**config.mk**
```make
export PLATFORM = sky130hd
export DESIGN_NAME = id_ex_stage_buf
export DESIGN_NICKNAME = d
export VERILOG_FILES = /design/src/rtl/id_ex_pkg.sv /design/src/rtl/id_ex_stage_buf_sat_counter.sv /design/src/rtl/id_ex_stage_buf.sv
export SDC_FILE = /design/constraint.sdc
export NUM_CORES = 1
export LEC_CHECK = 0
export CAP_MARGIN = 20
export CORE_ASPECT_RATIO = 0.6
export CORE_MARGIN = 1
export CORE_UTILIZATION = 44
export DETAILED_ROUTE_END_ITERATION = 16
export GPL_TIMING_DRIVEN = 0
export PLACE_DENSITY = 0.92
export SLEW_MARGIN = 15
export SYNTH_ARGS = -nofsm -noshare
export SYNTH_HDL_FRONTEND = slang
export SYNTH_SLANG_ARGS = --single-unit
```
**constraint.sdc**
```tcl
create_clock -name clk -period 12.1 [get_ports clk]
set_clock_uncertainty 0.05 [all_clocks]
set_input_delay 1.815 -clock clk [delete_from_list [all_inputs] [get_ports clk]]
set_output_delay 1.815 -clock clk [all_outputs]
set_load 0.02 [all_outputs]
```
**src/rtl/id_ex_pkg.sv**
```systemverilog
// Shared types and constants for the ID/EX stage buffer.
// Control field positions, operand indices and parameter defaults.
package id_ex_pkg;

    localparam int XLEN_DEF    = 32;
    localparam int NUM_OPS_DEF = 4;
    localparam int CTRL_W_DEF  = 8;
    localparam int RD_W_DEF    = 5;
    localparam int CNT_W_DEF   = 16;

    localparam int CTRL_REG_WRITE  = 0;
    localparam int CTRL_MEM_TO_REG = 1;
    localparam int CTRL_MEM_WRITE  = 2;
    localparam int CTRL_MEM_READ   = 3;
    localparam int CTRL_BRANCH     = 4;
    localparam int CTRL_ALU_SRC    = 5;
    localparam int CTRL_ALU_OP_LO  = 6;
    localparam int CTRL_ALU_OP_HI  = 7;

    localparam int OP_PC  = 0;
    localparam int OP_RS1 = 1;
    localparam int OP_RS2 = 2;
    localparam int OP_IMM = 3;

    // bit0 = main register valid, bit1 = skid register valid
    typedef enum logic [1:0] {
        ST_EMPTY = 2'b00,
        ST_ONE   = 2'b01,
        ST_TWO   = 2'b11
    } buf_state_e;

endpackage

```
**src/rtl/id_ex_stage_buf_sat_counter.sv**
```systemverilog
// Saturating up-counter with synchronous clear (clear wins).
module sat_counter #(
    parameter int W = 16
) (
    input  logic         clk,
    input  logic         reset,
    input  logic         inc,
    input  logic         clr,
    output logic [W-1:0] count
);

    always_ff @(posedge clk or posedge reset) begin
        if (reset) begin
            count <= '0;
        end else if (clr) begin
            count <= '0;
        end else if (inc && (count != '1)) begin
            count <= count + W'(1);
        end
    end

endmodule

```
**src/rtl/id_ex_stage_buf.sv**
```systemverilog
// ID/EX pipeline stage with valid/ready handshake, flush and stall counter.
// Define ID_EX_SKID_EN for the two-entry skid buffer with registered in_ready.
module id_ex_stage_buf
    import id_ex_pkg::*;
#(
    parameter int XLEN    = XLEN_DEF,
    parameter int NUM_OPS = NUM_OPS_DEF,
    parameter int CTRL_W  = CTRL_W_DEF,
    parameter int RD_W    = RD_W_DEF,
    parameter int CNT_W   = CNT_W_DEF
) (
    input  logic                    clk,
    input  logic                    reset,
    input  logic                    in_valid,
    output logic                    in_ready,
    input  logic [CTRL_W-1:0]       in_ctrl,
    input  logic [RD_W-1:0]         in_rd,
    input  logic [NUM_OPS*XLEN-1:0] in_ops,
    input  logic                    flush,
    output logic                    out_valid,
    input  logic                    out_ready,
    output logic [CTRL_W-1:0]       out_ctrl,
    output logic [RD_W-1:0]         out_rd,
    output logic [NUM_OPS*XLEN-1:0] out_ops,
    input  logic                    cnt_clr,
    output logic [CNT_W-1:0]        stall_cnt
);

    localparam int OPS_W = NUM_OPS * XLEN;

    buf_state_e state_q;
    buf_state_e state_d;

    logic [CTRL_W-1:0] m_ctrl;
    logic [RD_W-1:0]   m_rd;
    logic [OPS_W-1:0]  m_ops;

    logic accept;
    logic retire;
    logic load_m_in;
    logic load_m_s;
    logic load_s;
    logic stall_inc;

    assign out_valid = state_q[0];
    assign accept    = in_valid && in_ready && !flush;
    assign retire    = out_valid && out_ready;
    assign stall_inc = out_valid && !out_ready;

`ifdef ID_EX_SKID_EN
    logic [CTRL_W-1:0] s_ctrl;
    logic [RD_W-1:0]   s_rd;
    logic [OPS_W-1:0]  s_ops;

    // state bit1 is the skid valid flop, so in_ready never sees out_ready
    assign in_ready = !state_q[1];
`else
    assign in_ready = !state_q[0] || out_ready;
`endif

    always_ff @(posedge clk or posedge reset) begin
        if (reset) begin
            state_q <= ST_EMPTY;
        end else begin
            state_q <= state_d;
        end
    end

    always_comb begin
        state_d   = state_q;
        load_m_in = 1'b0;
        load_m_s  = 1'b0;
        load_s    = 1'b0;
        if (flush) begin
            state_d = ST_EMPTY;
        end else begin
            unique case (state_q)
                ST_EMPTY: begin
                    if (accept) begin
                        state_d   = ST_ONE;
                        load_m_in = 1'b1;
                    end
                end
                ST_ONE: begin
                    if (accept && retire) begin
                        load_m_in = 1'b1;
                    end else if (retire) begin
                        state_d = ST_EMPTY;
                    end else if (accept) begin
`ifdef ID_EX_SKID_EN
                        state_d = ST_TWO;
                        load_s  = 1'b1;
`else
                        load_m_in = 1'b1;
`endif
                    end
                end
                ST_TWO: begin
`ifdef ID_EX_SKID_EN
                    if (retire) begin
                        state_d  = ST_ONE;
                        load_m_s = 1'b1;
                    end
`else
                    state_d = ST_EMPTY;
`endif
                end
                default: state_d = ST_EMPTY;
            endcase
        end
    end

    always_ff @(posedge clk or posedge reset) begin
        if (reset) begin
            m_ctrl <= '0;
            m_rd   <= '0;
            m_ops  <= '0;
        end else if (load_m_in) begin
            m_ctrl <= in_ctrl;
            m_rd   <= in_rd;
            m_ops  <= in_ops;
`ifdef ID_EX_SKID_EN
        end else if (load_m_s) begin
            m_ctrl <= s_ctrl;
            m_rd   <= s_rd;
            m_ops  <= s_ops;
`endif
        end
    end

`ifdef ID_EX_SKID_EN
    always_ff @(posedge clk or posedge reset) begin
        if (reset) begin
            s_ctrl <= '0;
            s_rd   <= '0;
            s_ops  <= '0;
        end else if (load_s) begin
            s_ctrl <= in_ctrl;
            s_rd   <= in_rd;
            s_ops  <= in_ops;
        end
    end
`else
    logic unused_skid;
    assign unused_skid = load_m_s ^ load_s;
`endif

    assign out_ctrl = m_ctrl & {CTRL_W{out_valid}};
    assign out_rd   = m_rd & {RD_W{out_valid}};
    assign out_ops  = m_ops;

    sat_counter #(
        .W(CNT_W)
    ) u_stall_cnt (
        .clk  (clk),
        .reset(reset),
        .inc  (stall_inc),
        .clr  (cnt_clr),
        .count(stall_cnt)
    );

endmodule

```
==> results of run 1 <==
worst max-delay path by stage:
stage	cells past startpoint	end	slack (ns)	from
after floorplan	1	m_ctrl[0]	5.97	reset
after global placement	2	out_ops[8]	4.23	reset
after detailed placement	4	in_ready	7.01	out_ready
after CTS	4	in_ready	7.02	out_ready
after global routing	4	in_ready	6.99	out_ready
final	4	in_ready	7.02	out_ready
cell type report:
type,instances,area share [%]
Sequential cell,158,39.1
Timing Repair Buffer,305,30.4
Multi-Input combinational cell,233,21.3
Clock buffer,20,4.52
Tap cell,192,2.38
Clock inverter,12,1.24
Buffer,19,0.829
Inverter,4,0.223
stage by stage:
| stage | area (um^2) | total power [W] | std cells |
|---|---|---|---|
| floorplan | 6210 | 0.000839 | 414 |
| global placement | 9490 | 0.00106 | 910 |
| detailed placement | 9530 | 0.00108 | 911 |
| CTS | 10100 | 0.00161 | 943 |
| global route | 10100 | 0.00165 | 943 |
| finish | 10100 | 0.00159 | 943 |
cell usage after synthesis (all sizes together):
cell and instances:
o311ai 3, mux2 143, nand2 8, clkbuf 9, nand4 4, nor2 8, mux2i 1, and2 14
nor3b 1, dfrtp 158, o2111ai 2, nor3 2, and2b 1, nor4 2, ha 1, xnor2 1
or4 4, nor2b 2, o31ai 3, a21oi 9, nor4b 1, and4b 1, and3 2, or2 1
nand3 6, or3 5, o21ai 5, inv 4, o41ai 3, buf 10
logic make-up after synthesis:
group | after synthesis
XOR/XNOR | 1
AO/OA/AOI/OAI | 25
adder cells (fa/ha/maj) | 1
buffers and inverters | 23
flip-flops | 158
AND/OR/NAND/NOR | 62
multiplexers | 144
registers in the layout, summed over array words and instances, names as in the netlist:
| name | count |
|---|---|
| m_rd | 5 |
| m_ctrl | 8 |
| state_q | 1 |
| u_stall_cnt.count | 16 |
| out_ops | 128 |
power breakdown:
group          leakage [nW]  total (W)  switching (W)  internal, W
registers              1.89   0.000652      0.0000424     0.000609
clock network         0.276   0.000523       0.000223     0.000300
logic                  1.96   0.000415       0.000189     0.000227
worst reg2reg max path, cell delays in order (launching register included):
cell,delay [ns]
sky130_fd_sc_hd__dfrtp_1,0.43
sky130_fd_sc_hd__and2b_2,0.25
sky130_fd_sc_hd__nor3b_1,0.66
sky130_fd_sc_hd__clkbuf_1,0.56
sky130_fd_sc_hd__buf_2,0.39
sky130_fd_sc_hd__mux2_1,0.36
layer usage:
layer / global-route usage (%) / part of all wire (%)
met5: 0 / 0
met4: 8.42 / 1.8
met3: 7.66 / 8.5
met2: 39.6 / 50
met1: 28.5 / 40
==> results.rst, run 1 <==
.. list-table::
   :header-rows: 1

   * - Metric
     - Value
   * - Hold Vio Cnt, Final
     - 0
   * - Clock slew at reported path FFs
     - about 0.06 ns
   * - Capturing point of the worst reg2reg path
     - out_ops[29]
   * - Worst reg-to-reg path cell count
     - 5
   * - Synthesis-to-finish area growth
     - 62.8%
   * - Storage cell area
     - 3950 um^2
   * - Register-to-register setup slack
     - a little over 9 ns
   * - Count of routing violations after the opening detailed-route iteration
     - 179
   * - Crit-path max cell delay
     - roughly 0.61 ns
   * - Multiplexer area fraction after synthesis
     - 26.1%
   * - Worst-case hold slack
     - between 0.4 and 0.5 ns
   * - Outcome
     - finished, final reports clean
   * - Number of maximum-capacitance violations
     - 0
   * - Vias per std cell
     - about 4.9
   * - Pre-CTS worst setup slack
     - 7.01 ns
   * - Die X
     - 155 um
   * - Startpoint kind of the worst setup timing path
     - input port
   * - Measured slew at the worst slew-check pin
     - 0.796 ns
   * - Max Fanout on Critical Path
     - 5
   * - Pleak
     - just over 4 nW
   * - ANT nets after route
     - 0
   * - Class of the tightest hold or removal check
     - register to register
   * - Cell-by-cell listing of the critical path
     - clkdlybuf4s50_1, and2b_2, inv_2, clkdlybuf4s50_1
   * - Synth top area cells
     - sky130_fd_sc_hd__dfrtp_1, sky130_fd_sc_hd__mux2_1, sky130_fd_sc_hd__mux2_2
   * - Sinks on the clock net
     - about 160
   * - Post-route clock period utilization
     - roughly two fifths
   * - Vias
     - 4654
   * - Yosys top cell area share
     - approximately 64%
   * - Main combinational cell family by area after synthesis
     - multiplexers
   * - Final wirelength
     - 16900 um
   * - Worst setup EP type
     - primary output
   * - Avg WL per Cell
     - between 15 and 20 um
   * - Global placement routability congestion
     - between 0.8 and 0.9
   * - Xor/xnor cell area share of the yosys netlist
     - less than 1%
   * - Complex-gate fraction of the synthesized area
     - under 10%
   * - Worst-path cell with the longest stage delay
     - sky130_fd_sc_hd__clkdlybuf4s50_1
   * - Maximum number of pins on one net before global-route repair
     - between 80 and 90
   * - CP Data Required Time
     - between 10 and 15 ns
   * - Final setup margin
     - around 7.0 ns
   * - Worst-case vdd ir drop
     - just over 0.00008 V
   * - Overall die area
     - between 10000 and 15000 um^2
   * - Sequential element share of the synthesized area
     - 63.7%
   * - Number of iterations in the first detailed-routing pass
     - 4
   * - Number of filler cells placed in the layout
     - just over 900
   * - Count of buffers added by post-CTS timing repair for setup
     - 0
   * - Max Transition Viols Final
     - 0
   * - Hold path startpoint
     - out_ops[101]
   * - CTS H-Tree Depth
     - 4
   * - I/O pins
     - slightly above 300
   * - # port buffers
     - around 300
   * - Number of diodes added for antenna fixing
     - 0
   * - Total gr overflow
     - 0
   * - Number of placement rows
     - 33
   * - TritonCTS clock tree
     - yes
   * - P per Cell Area
     - between 150 and 200 nW/um^2
   * - Post-Syn Nets
     - between 500 and 600
   * - Area of the mapped netlist
     - just over 6000 um^2
   * - Utilization after layout
     - between 70% and 80%
   * - Starting density of the core
     - a little under half
   * - Max Clock Freq
     - 197 MHz
   * - Number of buffers on the longest clock path
     - 2
   * - Synth Area in Simple Gates
     - between 5 and 6%
   * - Buffering stage count on the worst path with inverters included
     - 3
   * - Mapped Cells
     - approximately 410
   * - Detailed Place HPWL
     - ~13000 um
   * - Share of cells above drive strength 1
     - 12.8%
   * - Via count of the first global-routing pass
     - 4956
   * - Area used by multi-input combinational logic
     - approximately 2200 um^2
   * - Endpoint arrival time on the critical path
     - 3.22 ns
   * - Post-cts resize count
     - 0
   * - Number of cells traversed by the worst hold path
     - 1
   * - Core outline area
     - between 10000 and 15000 um^2
   * - Fraction of the mapped netlist area in adder cells
     - less than 1%
   * - Initial antenna violation count
     - 0
   * - Insertion delay to the later sink of the worst-skew pair
     - approximately 0.4 ns
   * - Setup total negative slack
     - 0 ns
   * - Yosys Warn Count
     - 0
   * - Number of remaining DRC errors
     - 0
   * - Global-route usage over all layers
     - 23.5%
   * - Most common library cell in the layout ignoring fill and taps
     - sky130_fd_sc_hd__clkdlybuf4s50_1
   * - Leading cell types in the layout, fill and taps excluded
     - sky130_fd_sc_hd__clkdlybuf4s50_1, sky130_fd_sc_hd__dfrtp_1, sky130_fd_sc_hd__mux2_1, sky130_fd_sc_hd__mux2_2, sky130_fd_sc_hd__clkbuf_16
   * - Hold path endpoint
     - out_ops[101]
   * - Most area-hungry cell type in the Yosys netlist
     - sky130_fd_sc_hd__dfrtp_1
   * - First-pass GRT wire length
     - 26300 um
   * - Setup violation total in the final timing report
     - 0
   * - Relative slew slack
     - between 40% and 50%
   * - Number of synthesized register bits
     - about 160
   * - Chip Height
     - 94.0 um
   * - Fin nets
     - 886
   * - Top cell family by delay on the critical path
     - buffers and inverters
   * - Count of hold-fix buffers inserted at cts
     - 0
   * - CP Class
     - input port to primary output
   * - Startpoint of the worst-slack reg-to-reg timing path
     - state_q[0]
   * - Most Frequent Cell on Critical Path
     - sky130_fd_sc_hd__clkdlybuf4s50_1
   * - Average footprint of a synthesized cell
     - between 10 and 15 um^2
   * - Count of unique library cells instantiated by Yosys
     - 33
   * - Minimum clock period after layout
     - roughly 5.1 ns
   * - Unrepaired setup endpoints after global routing
     - no
   * - Clock root buffer master
     - sky130_fd_sc_hd__clkbuf_16
   * - Total CTS buffers
     - 17
Power figures use the tool's default switching activity.
==> run 2, diff against run 1 <==
--- a/config.mk
+++ b/config.mk
@@ -8,10 +8,10 @@
 export CAP_MARGIN = 20
 export CORE_ASPECT_RATIO = 0.6
 export CORE_MARGIN = 1
-export CORE_UTILIZATION = 44
+export CORE_UTILIZATION = 37
 export DETAILED_ROUTE_END_ITERATION = 16
 export GPL_TIMING_DRIVEN = 0
-export PLACE_DENSITY = 0.92
+export PLACE_DENSITY = 0.83
 export SLEW_MARGIN = 15
 export SYNTH_ARGS = -nofsm -noshare
 export SYNTH_HDL_FRONTEND = slang
==> constraint.sdc (replaced) <==
create_clock -name clk -period 4.66 [get_ports clk]
set_clock_uncertainty 0.05 [all_clocks]
set_input_delay 0.699 -clock clk [delete_from_list [all_inputs] [get_ports clk]]
set_output_delay 0.699 -clock clk [all_outputs]
set_load 0.02 [all_outputs]
==> run 2 against run 1 <==
Combinational power rose to 2.6 times the previous value. First-iteration DRC count down 17%. Power rose to 2.6 times the previous value. Clock power rose to 2.7 times the previous value. Global-route usage down 3.2 points. Sequential share of layout area down 0.47 points. Non-clock buffer count up 4. Clock-buffer cell count down 2. Utilization down 11 points. Sequential cell count unchanged. Cell area up 1.2%.
==> results.rst, run 2 (synthesized netlist as in run 1, its figures left out) <==
.. list-table::
   :header-rows: 1

   * - Metric
     - Value
   * - Pleak
     - ~4.2 nW
   * - Chip Height
     - ~100 um
   * - Total power consumption of the routed design
     - ~0.0042 W
   * - Via count of the first global-routing pass
     - between 5000 and 6000
   * - Total CTS buffers
     - 17
   * - Crit-path max cell delay
     - between 0.7 and 0.8 ns
   * - Avg WL per Cell
     - between 15 and 20 um
   * - Unrepaired setup endpoints after global routing
     - no
   * - Net switching share of the total power
     - 27.7%
   * - Startpoint of the worst-slack reg-to-reg timing path
     - state_q[0]
   * - Share of cells above drive strength 1
     - around an eighth
   * - Relative slew slack
     - about a third
   * - Register-to-register setup slack
     - ~1.7 ns
   * - Most common library cell in the layout ignoring fill and taps
     - sky130_fd_sc_hd__clkdlybuf4s50_1
   * - Max Transition Viols Final
     - 0
   * - Max Clock Freq
     - approximately 300 MHz
   * - Number of maximum-capacitance violations
     - 0
   * - Max Fanout on Critical Path
     - 10
   * - Capturing point of the worst reg2reg path
     - out_ops[31]
   * - Clock root buffer master
     - sky130_fd_sc_hd__clkbuf_16
   * - Number of placement rows
     - 36
   * - Top cell family by delay on the critical path
     - buffers and inverters
   * - Count of hold-fix buffers inserted at cts
     - 0
   * - Comb pwr share
     - 26.1%
   * - Detailed Place HPWL
     - about 13000 um
   * - Worst-path cell with the longest stage delay
     - sky130_fd_sc_hd__nor3b_1
   * - Leading cell types in the layout, fill and taps excluded
     - sky130_fd_sc_hd__clkdlybuf4s50_1, sky130_fd_sc_hd__dfrtp_1, sky130_fd_sc_hd__mux2_1, sky130_fd_sc_hd__mux2_2, sky130_fd_sc_hd__clkbuf_16
   * - Cell depth of the worst setup path
     - 6
   * - P per Cell Area
     - roughly 410 nW/um^2
   * - First-pass GRT wire length
     - roughly 27000 um
   * - Setup violation total in the final timing report
     - 0
   * - Number of diodes added for antenna fixing
     - 0
   * - Global placement routability congestion
     - approximately 0.84
   * - Destination of the critical timing path
     - out_ops[31]
   * - Sinks on the clock net
     - 158
   * - Vias per std cell
     - around 4.8
   * - Initial antenna violation count
     - 0
   * - Crit path from
     - out_ready
   * - Die X
     - 169 um
   * - Global-route usage over all layers
     - slightly above 20%
   * - Core outline area
     - 16300 um^2
   * - Insertion delay to the later sink of the worst-skew pair
     - roughly 0.4 ns
   * - Share of power burned in the clock network
     - 33.4%
   * - Switching power
     - ~0.0012 W
   * - # port buffers
     - between 300 and 400
   * - Hold path startpoint
     - out_ops[33]
   * - Class of the tightest hold or removal check
     - register to register
   * - Starting density of the core
     - around two fifths
   * - Worst-case hold slack
     - ~0.43 ns
   * - I/O pins
     - approximately 300
   * - TritonCTS clock tree
     - yes
   * - Maximum number of pins on one net before global-route repair
     - 33
   * - Startpoint kind of the worst setup timing path
     - input port
   * - Clock slew at reported path FFs
     - approximately 0.060 ns
   * - Post-route clock period utilization
     - between 70 and 80%
   * - Number of filler cells placed in the layout
     - between 1000 and 1500
   * - Worst reg-to-reg path cell count
     - 5
   * - Worst-case vdd ir drop
     - between 0.0002 and 0.00025 V
   * - Number of iterations in the first detailed-routing pass
     - 4
   * - Fin nets
     - approximately 900
   * - Buffering stage count on the worst path with inverters included
     - 3
   * - Endpoint arrival time on the critical path
     - around 3.5 ns
   * - Vias
     - between 4000 and 5000
   * - Final wirelength
     - between 15000 and 20000 um
   * - Cell internal pwr
     - between 0.003 and 0.004 W
   * - Synthesis-to-finish area growth
     - 64.8%
   * - Worst setup EP type
     - register
   * - Count of buffers added by post-CTS timing repair for setup
     - 0
   * - Minimum clock period after layout
     - 3.27 ns
   * - CP Data Required Time
     - about 5 ns
   * - CTS H-Tree Depth
     - 4
   * - Overall die area
     - around 17000 um^2
   * - Measured slew at the worst slew-check pin
     - roughly 0.97 ns
   * - Setup total negative slack
     - 0 ns
   * - Number of cells traversed by the worst hold path
     - 1
   * - Outcome
     - finished, final reports clean
   * - Hold Vio Cnt, Final
     - 0
   * - Storage cell area
     - about 4000 um^2
   * - Largest register FFs
     - 128
   * - Number of remaining DRC errors
     - 0
   * - Area used by multi-input combinational logic
     - 2160 um^2
   * - Number of buffers on the longest clock path
     - 2
   * - Seq pwr share
     - around 41%
   * - ANT nets after route
     - 0
   * - Post-cts resize count
     - 0
   * - Total gr overflow
     - 0
   * - Count of routing violations after the opening detailed-route iteration
     - 148
   * - Cell-by-cell listing of the critical path
     - clkdlybuf4s50_1, and2b_2, nor3b_1, clkbuf_1, buf_2, mux2_1
   * - CP Class
     - input port to register
run 2: cell type report:
type                            instances  area share, %
Sequential cell                       158           38.6
Timing Repair Buffer                  309           30.7
Multi-Input combinational cell        233           21.1
Clock buffer                           18           4.19
Tap cell                              228           2.79
Clock inverter                         12           1.58
Buffer                                 19          0.819
Inverter                                4          0.183
run 2: worst min path at each step:
| stage | end | slack [ns] |
|---|---|---|
| 2_1_floorplan | m_rd[3] | 0.42 |
| 3_3_place_gp | out_ops[96] | 0.42 |
| 3_5_place_dp | out_ops[65] | 0.42 |
| 4_1_cts | out_ops[65] | 0.44 |
| 5_1_grt | out_ops[96] | 0.44 |
| 6_report | out_ops[33] | 0.43 |
run 2: power by group through the flow:
stage | combinational (W) | sequential (W) | clock [W]
finish | 0.00109 | 0.00169 | 0.00140
global route | 0.00115 | 0.00172 | 0.00150
CTS | 0.00111 | 0.00169 | 0.00143
detailed placement | 0.00110 | 0.00172 | 0
global placement | 0.00107 | 0.00170 | 0
floorplan | 0.000238 | 0.00194 | 0
run 2: worst reg2reg max path, stage by stage (launching register included):
cell                       delay (ns)
sky130_fd_sc_hd__dfrtp_1         0.44
sky130_fd_sc_hd__and2b_2         0.26
sky130_fd_sc_hd__nor3b_1         0.79
sky130_fd_sc_hd__clkbuf_1        0.54
sky130_fd_sc_hd__buf_2           0.39
sky130_fd_sc_hd__mux2_1          0.36
run 2: per-stage QoR:
step / std cells / area [um^2] / setup WS, ns / utilization, %
6_report: 981 / 10200 / 1.39 / 62.8
5_1_grt: 981 / 10200 / 1.18 / 62.8
4_1_cts: 981 / 10200 / 1.28 / 62.8
3_5_place_dp: 951 / 9640 / 0.876 / 59.1
3_3_place_gp: 946 / 9540 / 0.722 / 58.5
2_1_floorplan: 414 / 6210 / 1.91 / -
run 2: per-layer routing:
| metal | vias up | track usage (%) | part of all wire [%] |
|---|---|---|---|
| li1 | 2150 | - | - |
| met1 | 2320 | 25.6 | 43 |
| met2 | 192 | 34.0 | 49 |
| met3 | 9 | 6.27 | 7.6 |
| met4 | 0 | 5.89 | 0.76 |
| met5 | - | 0 | 0 |
